===== config.mk =====
export PLATFORM = sky130hd
export DESIGN_NAME = request_queue_flat
export DESIGN_NICKNAME = d
export VERILOG_FILES = /design/src/rtl/request_queue_if.sv /design/src/rtl/request_queue.sv /design/src/flat_wrapper.sv
export SDC_FILE = /design/constraint.sdc
export NUM_CORES = 2
export LEC_CHECK = 0
export ABC_AREA = 1
export CORE_MARGIN = 2
export CORE_UTILIZATION = 58
export DETAILED_ROUTE_END_ITERATION = 10
export DONT_BUFFER_PORTS = 1
export GPL_ROUTABILITY_DRIVEN = 1
export PLACE_DENSITY = 0.77
export SLEW_MARGIN = 40
export SYNTH_ARGS = -nofsm -noshare
export SYNTH_HDL_FRONTEND = slang
export SYNTH_SLANG_ARGS = --single-unit

===== constraint.sdc =====
create_clock -name clock -period 6.7 [get_ports clock]
set_input_delay 1.675 -clock clock [delete_from_list [all_inputs] [get_ports clock]]
set_output_delay 1.675 -clock clock [all_outputs]
set_load 0.01 [all_outputs]

===== src/rtl/request_queue_if.sv =====
// rtl/request_queue_if.sv - shared request types and parser/scheduler-facing interface of request_queue

package request_queue_pkg;

  localparam int QUEUE_SIZE           = 16;
  localparam int PARSER_ADDRESS_WIDTH = 33;

  typedef logic [31:0] int_t;
  typedef logic [19:0] age_counter_t;

  // Ages stop here so the scheduler never sees a young-looking wrapped entry
  localparam age_counter_t AGE_MAX = 20'd999999;

  typedef enum logic [2:0] {
    NOP        = 3'd0,
    DATA_READ  = 3'd1,
    DATA_WRITE = 3'd2,
    INSTR_READ = 3'd3
  } parsed_op_t;

  typedef struct packed {
    logic                              op_ready_s;
    parsed_op_t                        opcode;
    logic [PARSER_ADDRESS_WIDTH-1:0]   address;
    int_t                              time_cpu;
  } parser_out_struct_t;

endpackage

interface request_queue_if
  import request_queue_pkg::*;
#(
  parameter int DEPTH         = QUEUE_SIZE,
  parameter int ADDRESS_WIDTH = 33
);

  parser_out_struct_t               in_req;
  logic                             pop_s;
  logic                             full;
  logic                             empty;
  logic [$clog2(DEPTH+1)-1:0]       count;
  parsed_op_t                       head_opcode;
  logic [ADDRESS_WIDTH-1:0]         head_address;
  int_t                             head_time_cpu;
  age_counter_t                     head_age;
  logic                             overflow_err;

  // Producer/consumer side: parser pushes, scheduler pops and watches the head
  modport master (
    output in_req,
    output pop_s,
    input  full,
    input  empty,
    input  count,
    input  head_opcode,
    input  head_address,
    input  head_time_cpu,
    input  head_age,
    input  overflow_err
  );

  // Queue side
  modport slave (
    input  in_req,
    input  pop_s,
    output full,
    output empty,
    output count,
    output head_opcode,
    output head_address,
    output head_time_cpu,
    output head_age,
    output overflow_err
  );

endinterface


===== src/rtl/request_queue.sv =====
// rtl/request_queue.sv - in-order show-ahead request buffer with per-entry aging

module request_queue
  import request_queue_pkg::*;
#(
  parameter int DEPTH         = QUEUE_SIZE,
  parameter int ADDRESS_WIDTH = 33
) (
  input logic            clock,
  input logic            reset_n,
  request_queue_if.slave rq
);

  localparam int PTR_W = $clog2(DEPTH);
  localparam int CNT_W = $clog2(DEPTH+1);

  logic [PTR_W-1:0] rd_ptr;
  logic [PTR_W-1:0] wr_ptr;
  logic [CNT_W-1:0] count_q;
  logic             overflow_q;

  parsed_op_t               mem_opcode   [DEPTH];
  logic [ADDRESS_WIDTH-1:0] mem_address  [DEPTH];
  int_t                     mem_time_cpu [DEPTH];
  age_counter_t             mem_age      [DEPTH];

  logic             full_w;
  logic             empty_w;
  logic             push_acc;
  logic             pop_acc;
  logic [DEPTH-1:0] entry_valid;

  assign full_w   = (count_q == CNT_W'(DEPTH));
  assign empty_w  = (count_q == '0);
  assign push_acc = rq.in_req.op_ready_s && !full_w;
  assign pop_acc  = rq.pop_s && !empty_w;

  // An entry is live when its distance from the read pointer is below the occupancy
  always_comb begin
    logic [PTR_W-1:0] offset;
    offset      = '0;
    entry_valid = '0;
    for (int i = 0; i < DEPTH; i++) begin
      offset         = PTR_W'(i) - rd_ptr;
      entry_valid[i] = (CNT_W'(offset) < count_q);
    end
  end

  // Pointers, occupancy and the sticky overflow flag
  always_ff @(posedge clock or negedge reset_n) begin
    if (!reset_n) begin
      rd_ptr     <= '0;
      wr_ptr     <= '0;
      count_q    <= '0;
      overflow_q <= 1'b0;
    end else begin
      if (push_acc) begin
        wr_ptr <= wr_ptr + PTR_W'(1);
      end
      if (pop_acc) begin
        rd_ptr <= rd_ptr + PTR_W'(1);
      end
      case ({push_acc, pop_acc})
        2'b10:   count_q <= count_q + CNT_W'(1);
        2'b01:   count_q <= count_q - CNT_W'(1);
        default: count_q <= count_q;
      endcase
      // A push that meets a same-cycle pop at full is refused but not an overrun:
      // the parser is simply one cycle early for the slot being freed
      if (rq.in_req.op_ready_s && full_w && !pop_acc) begin
        overflow_q <= 1'b1;
      end
    end
  end

  // Payload storage; contents are only meaningful where entry_valid is set
  always_ff @(posedge clock) begin
    if (push_acc) begin
      mem_opcode[wr_ptr]   <= rq.in_req.opcode;
      mem_address[wr_ptr]  <= ADDRESS_WIDTH'(rq.in_req.address);
      mem_time_cpu[wr_ptr] <= rq.in_req.time_cpu;
    end
  end

  // Ages: cleared on write, otherwise count up on live entries until saturation
  always_ff @(posedge clock or negedge reset_n) begin
    if (!reset_n) begin
      for (int i = 0; i < DEPTH; i++) begin
        mem_age[i] <= '0;
      end
    end else begin
      for (int i = 0; i < DEPTH; i++) begin
        if (push_acc && (wr_ptr == PTR_W'(i))) begin
          mem_age[i] <= '0;
        end else if (entry_valid[i] && (mem_age[i] < AGE_MAX)) begin
          mem_age[i] <= mem_age[i] + age_counter_t'(1);
        end
      end
    end
  end

  // Show-ahead head view, blanked while the queue is empty
  always_comb begin
    rq.head_opcode   = NOP;
    rq.head_address  = '0;
    rq.head_time_cpu = '0;
    rq.head_age      = '0;
    if (!empty_w) begin
      rq.head_opcode   = mem_opcode[rd_ptr];
      rq.head_address  = mem_address[rd_ptr];
      rq.head_time_cpu = mem_time_cpu[rd_ptr];
      rq.head_age      = mem_age[rd_ptr];
    end
  end

  assign rq.full         = full_w;
  assign rq.empty        = empty_w;
  assign rq.count        = count_q;
  assign rq.overflow_err = overflow_q;

endmodule


===== src/flat_wrapper.sv =====
// flat-port wrapper written by rule: the top's interface ports become plain ports
module request_queue_flat import request_queue_pkg::*;
#(
  parameter int DEPTH         = QUEUE_SIZE,
  parameter int ADDRESS_WIDTH = 33
)
  (clock, reset_n, rq_in_req, rq_pop_s, rq_full, rq_empty, rq_count, rq_head_opcode, rq_head_address, rq_head_time_cpu, rq_head_age, rq_overflow_err);
  request_queue_if #(.DEPTH(DEPTH), .ADDRESS_WIDTH(ADDRESS_WIDTH)) rq_i ();
  input logic clock;
  input logic reset_n;
  input wire logic [$bits(rq_i.in_req)-1:0] rq_in_req;
  input wire logic [$bits(rq_i.pop_s)-1:0] rq_pop_s;
  output wire logic [$bits(rq_i.full)-1:0] rq_full;
  output wire logic [$bits(rq_i.empty)-1:0] rq_empty;
  output wire logic [$bits(rq_i.count)-1:0] rq_count;
  output wire logic [$bits(rq_i.head_opcode)-1:0] rq_head_opcode;
  output wire logic [$bits(rq_i.head_address)-1:0] rq_head_address;
  output wire logic [$bits(rq_i.head_time_cpu)-1:0] rq_head_time_cpu;
  output wire logic [$bits(rq_i.head_age)-1:0] rq_head_age;
  output wire logic [$bits(rq_i.overflow_err)-1:0] rq_overflow_err;
  assign rq_i.in_req = rq_in_req;
  assign rq_i.pop_s = rq_pop_s;
  assign rq_full = rq_i.full;
  assign rq_empty = rq_i.empty;
  assign rq_count = rq_i.count;
  assign rq_head_opcode = rq_i.head_opcode;
  assign rq_head_address = rq_i.head_address;
  assign rq_head_time_cpu = rq_i.head_time_cpu;
  assign rq_head_age = rq_i.head_age;
  assign rq_overflow_err = rq_i.overflow_err;
  request_queue #(.DEPTH(DEPTH), .ADDRESS_WIDTH(ADDRESS_WIDTH)) u_core (.clock(clock), .reset_n(reset_n), .rq(rq_i));
endmodule

==> results.sh <==
export IMPL_routed_via_density=6.03
export IMPL_path_class="flip-flop to primary output"
export IMPL_cts_tree="built"
export IMPL_drt_iter0_drc=7235
export IMPL_hold_depth=1
export IMPL_crit_arrival_ns=4.18
export IMPL_synthCells=7823
export IMPL_htree_levels=4
export IMPL_coreArea_sq_um=120000
export IMPL_overflow=0
export IMPL_fin_crit_ns=5.86
export IMPL_p_per_area_nw_per_um2=452
export IMPL_grt_pass1_vias=52400
export IMPL_dp_cells=9104
export IMPL_required_ns=5.03
export IMPL_synth_edf_count=1088
export IMPL_min_path_type="flip-flop to flip-flop"
export IMPL_dieArea_sq_um=124000
export IMPL_area_delta_synth_final_pct=8.51
export IMPL_slew_headroom_pct=40.7
export IMPL_gp_congestion=0.966
export IMPL_r2r_end="u_core.mem_age[58]"
export IMPL_cts_buffers=149
export IMPL_cts_resized_gates=0
export IMPL_grt_max_degree=335
export IMPL_syn_area_sq_um=70100
export IMPL_antenna_found_initial=2
export IMPL_cts_hold_buffers=0
export IMPL_fin_hold_ws_ns=0.533
export IMPL_grt_total_usage_pct=31.5
export IMPL_die_w_um=352
export IMPL_final_util_pct=63.4
export IMPL_grt_pass1_wl_um=300000
export IMPL_dp_slack_ns=1.84
export IMPL_p_leak_nw=29.9
export IMPL_dpl_instance_area_sq_um=71100
export IMPL_cp_end_kind="primary output"
export IMPL_clk_latency_ns=0.82
export IMPL_hpwl_um=114000
export IMPL_fin_cells=9373
export IMPL_fmax_mhz=171
export IMPL_die_h_um=352
export IMPL_wl_um=197000
export IMPL_drc=0
export IMPL_reg2reg_from="u_core.rd_ptr[1]"
export IMPL_synth_cell_type_count=36
export IMPL_path_clk_slew_ns=0.06
export IMPL_dr_pass1_iters=6
export IMPL_finalSetupViolations=0
export IMPL_synth_fp_nets=7954
export IMPL_clk_path_buf_depth=3
export IMPL_io_pins=168
export IMPL_hold_start="u_core.wr_ptr[3]"
export IMPL_tns_ns=0
export IMPL_finalClockSkew_ns=0.0582
export IMPL_r2r_cells=16
export IMPL_hold_viol_final=0
export IMPL_rsz0062_at_grt="false"
export IMPL_setup_slack_ns=0.844
export IMPL_slew_violations=0
export IMPL_hold_end="u_core.wr_ptr[3]"
export IMPL_core_rowCount=127
export IMPL_cap_violations=0
export IMPL_cts_setup_buffers=0
export IMPL_start_util_pct=58.5
export IMPL_port_buffers=0
export IMPL_nets=7775
export IMPL_stdcell_area_sq_um=76000
export IMPL_fin_crit_sh_pct=87.4
export IMPL_cp_start_kind="flip-flop"
export IMPL_async_flop_share_pct=23.5
export IMPL_synthFlopType="edfxtp_1"
export IMPL_vias=56500
export IMPL_clkSinkCount=1422
export IMPL_outcome="completed"
export IMPL_routed_wire_length_per_instance_um=21.1
export IMPL_crit_fanout=141
export IMPL_antennaDiodeCount=0
export IMPL_tightest_slew_ns=0.889
export IMPL_cts_root_buffer="clkbuf_16"
export IMPL_yosys_warnings=0
export IMPL_r2r_slack_ns=2.37
export IMPL_antenna_left=0
export IMPL_ys_ff_latch=1422
export IMPL_drive_gt1_share_pct=4.72
export IMPL_power_mw=34.3
export IMPL_syn_area_per_cell_sq_um=8.95
export IMPL_ir_drop_mv=0.369
export IMPL_seq_area_frac_synth_pct=58.6
[synthesized netlist by cell type (all sizes together), types with 24 or more instances]
cell | number | area share (%)
nand4 | 165 | 1.5
edfxtp | 1088 | 47
o21ai | 788 | 5.6
nand3 | 511 | 3.7
inv | 448 | 2.4
ha | 59 | 1.1
clkbuf | 195 | 1.0
dfrtp | 334 | 12
buf | 215 | 1.6
nor3 | 24 | 0.19
xor2 | 128 | 1.6
xnor2 | 43 | 0.54
nor2 | 1340 | 7.3
o22ai | 290 | 2.6
nand2 | 1961 | 11
a21oi | 193 | 1.4
[cell usage in the layout (no fill, tap or decap), drive strengths merged, types with 128 or more instances in the layout]
cell / synthesis / final
o21ai: 788 / 788
nand2: 1961 / 1961
dfrtp: 334 / 334
o22ai: 290 / 290
nand3: 511 / 511
nand4: 165 / 165
clkbuf: 195 / 201
edfxtp: 1088 / 1088
nor2: 1340 / 1340
xor2: 128 / 128
inv: 448 / 450
a21oi: 193 / 193
[worst max path at each step]
stage,cells after the start,startpoint,to
after CTS,8,u_core.rd_ptr[1],rq_head_address[31]
after floorplan,6,rq_in_req[68],u_core.mem_age[61]
after detailed placement,8,u_core.rd_ptr[1],rq_head_address[31]
final,8,u_core.rd_ptr[1],rq_head_address[31]
after global placement,8,u_core.rd_ptr[1],rq_head_address[31]
after global routing,8,u_core.rd_ptr[1],rq_head_address[31]
[flip-flops by register name (all words and copies together), names as in the netlist]
signal and cells:
u_core.mem_time_cpu 512, u_core.mem_opcode 48, u_core.rq.overflow_err 1, u_core.wr_ptr 4, u_core.rd_ptr 4, u_core.mem_age 320
u_core.rq.count 5, u_core.mem_address 528
[cells by family after synthesis]
group / count (synthesis) / synth area share, %
flops: 1422 / 58.6
simple gates: 4036 / 23.5
fa+ha+maj: 59 / 1.05
compound gates: 1277 / 9.66
xor+xnor: 171 / 2.14
buf+inv: 858 / 5.05
[final cells by class]
cell class,instances,area (sq um)
fill,9590,43800
sequential,1422,41000
multi-input combinational,5543,25600
clock buffer,201,4050
tap,1612,2020
inverter,448,1730
clock inverter,67,803
timing repair buffer,80,803
[power breakdown]
| group | switching, mW | leakage (nW) | internal (mW) | total (mW) |
|---|---|---|---|---|
| clock network | 3.60 | 2.33 | 4.58 | 8.18 |
| registers | 1.01 | 14.3 | 10.7 | 11.7 |
| logic | 10.7 | 13.2 | 3.77 | 14.4 |
[per-layer routing]
layer  vias up  part of all wire, %  track usage [%]
met5         -                    0                0
met4         0                  3.8             13.3
met3       470                  9.9             6.28
met2      2984                   47             50.4
met1     26900                   39             42.1
li1      26100                    -                -
[worst max-delay path, cell delays in order (launching register included)]
cell and delay (ns):
dfrtp_4 0.81, buf_12 0.59, buf_4 0.74, o21ai_0 0.21
o22ai_1 0.20, nand2_1 0.07, nand2_1 0.09, nor2_1 0.14
nor2_1 0.37
(Power assumes the default switching activity.)
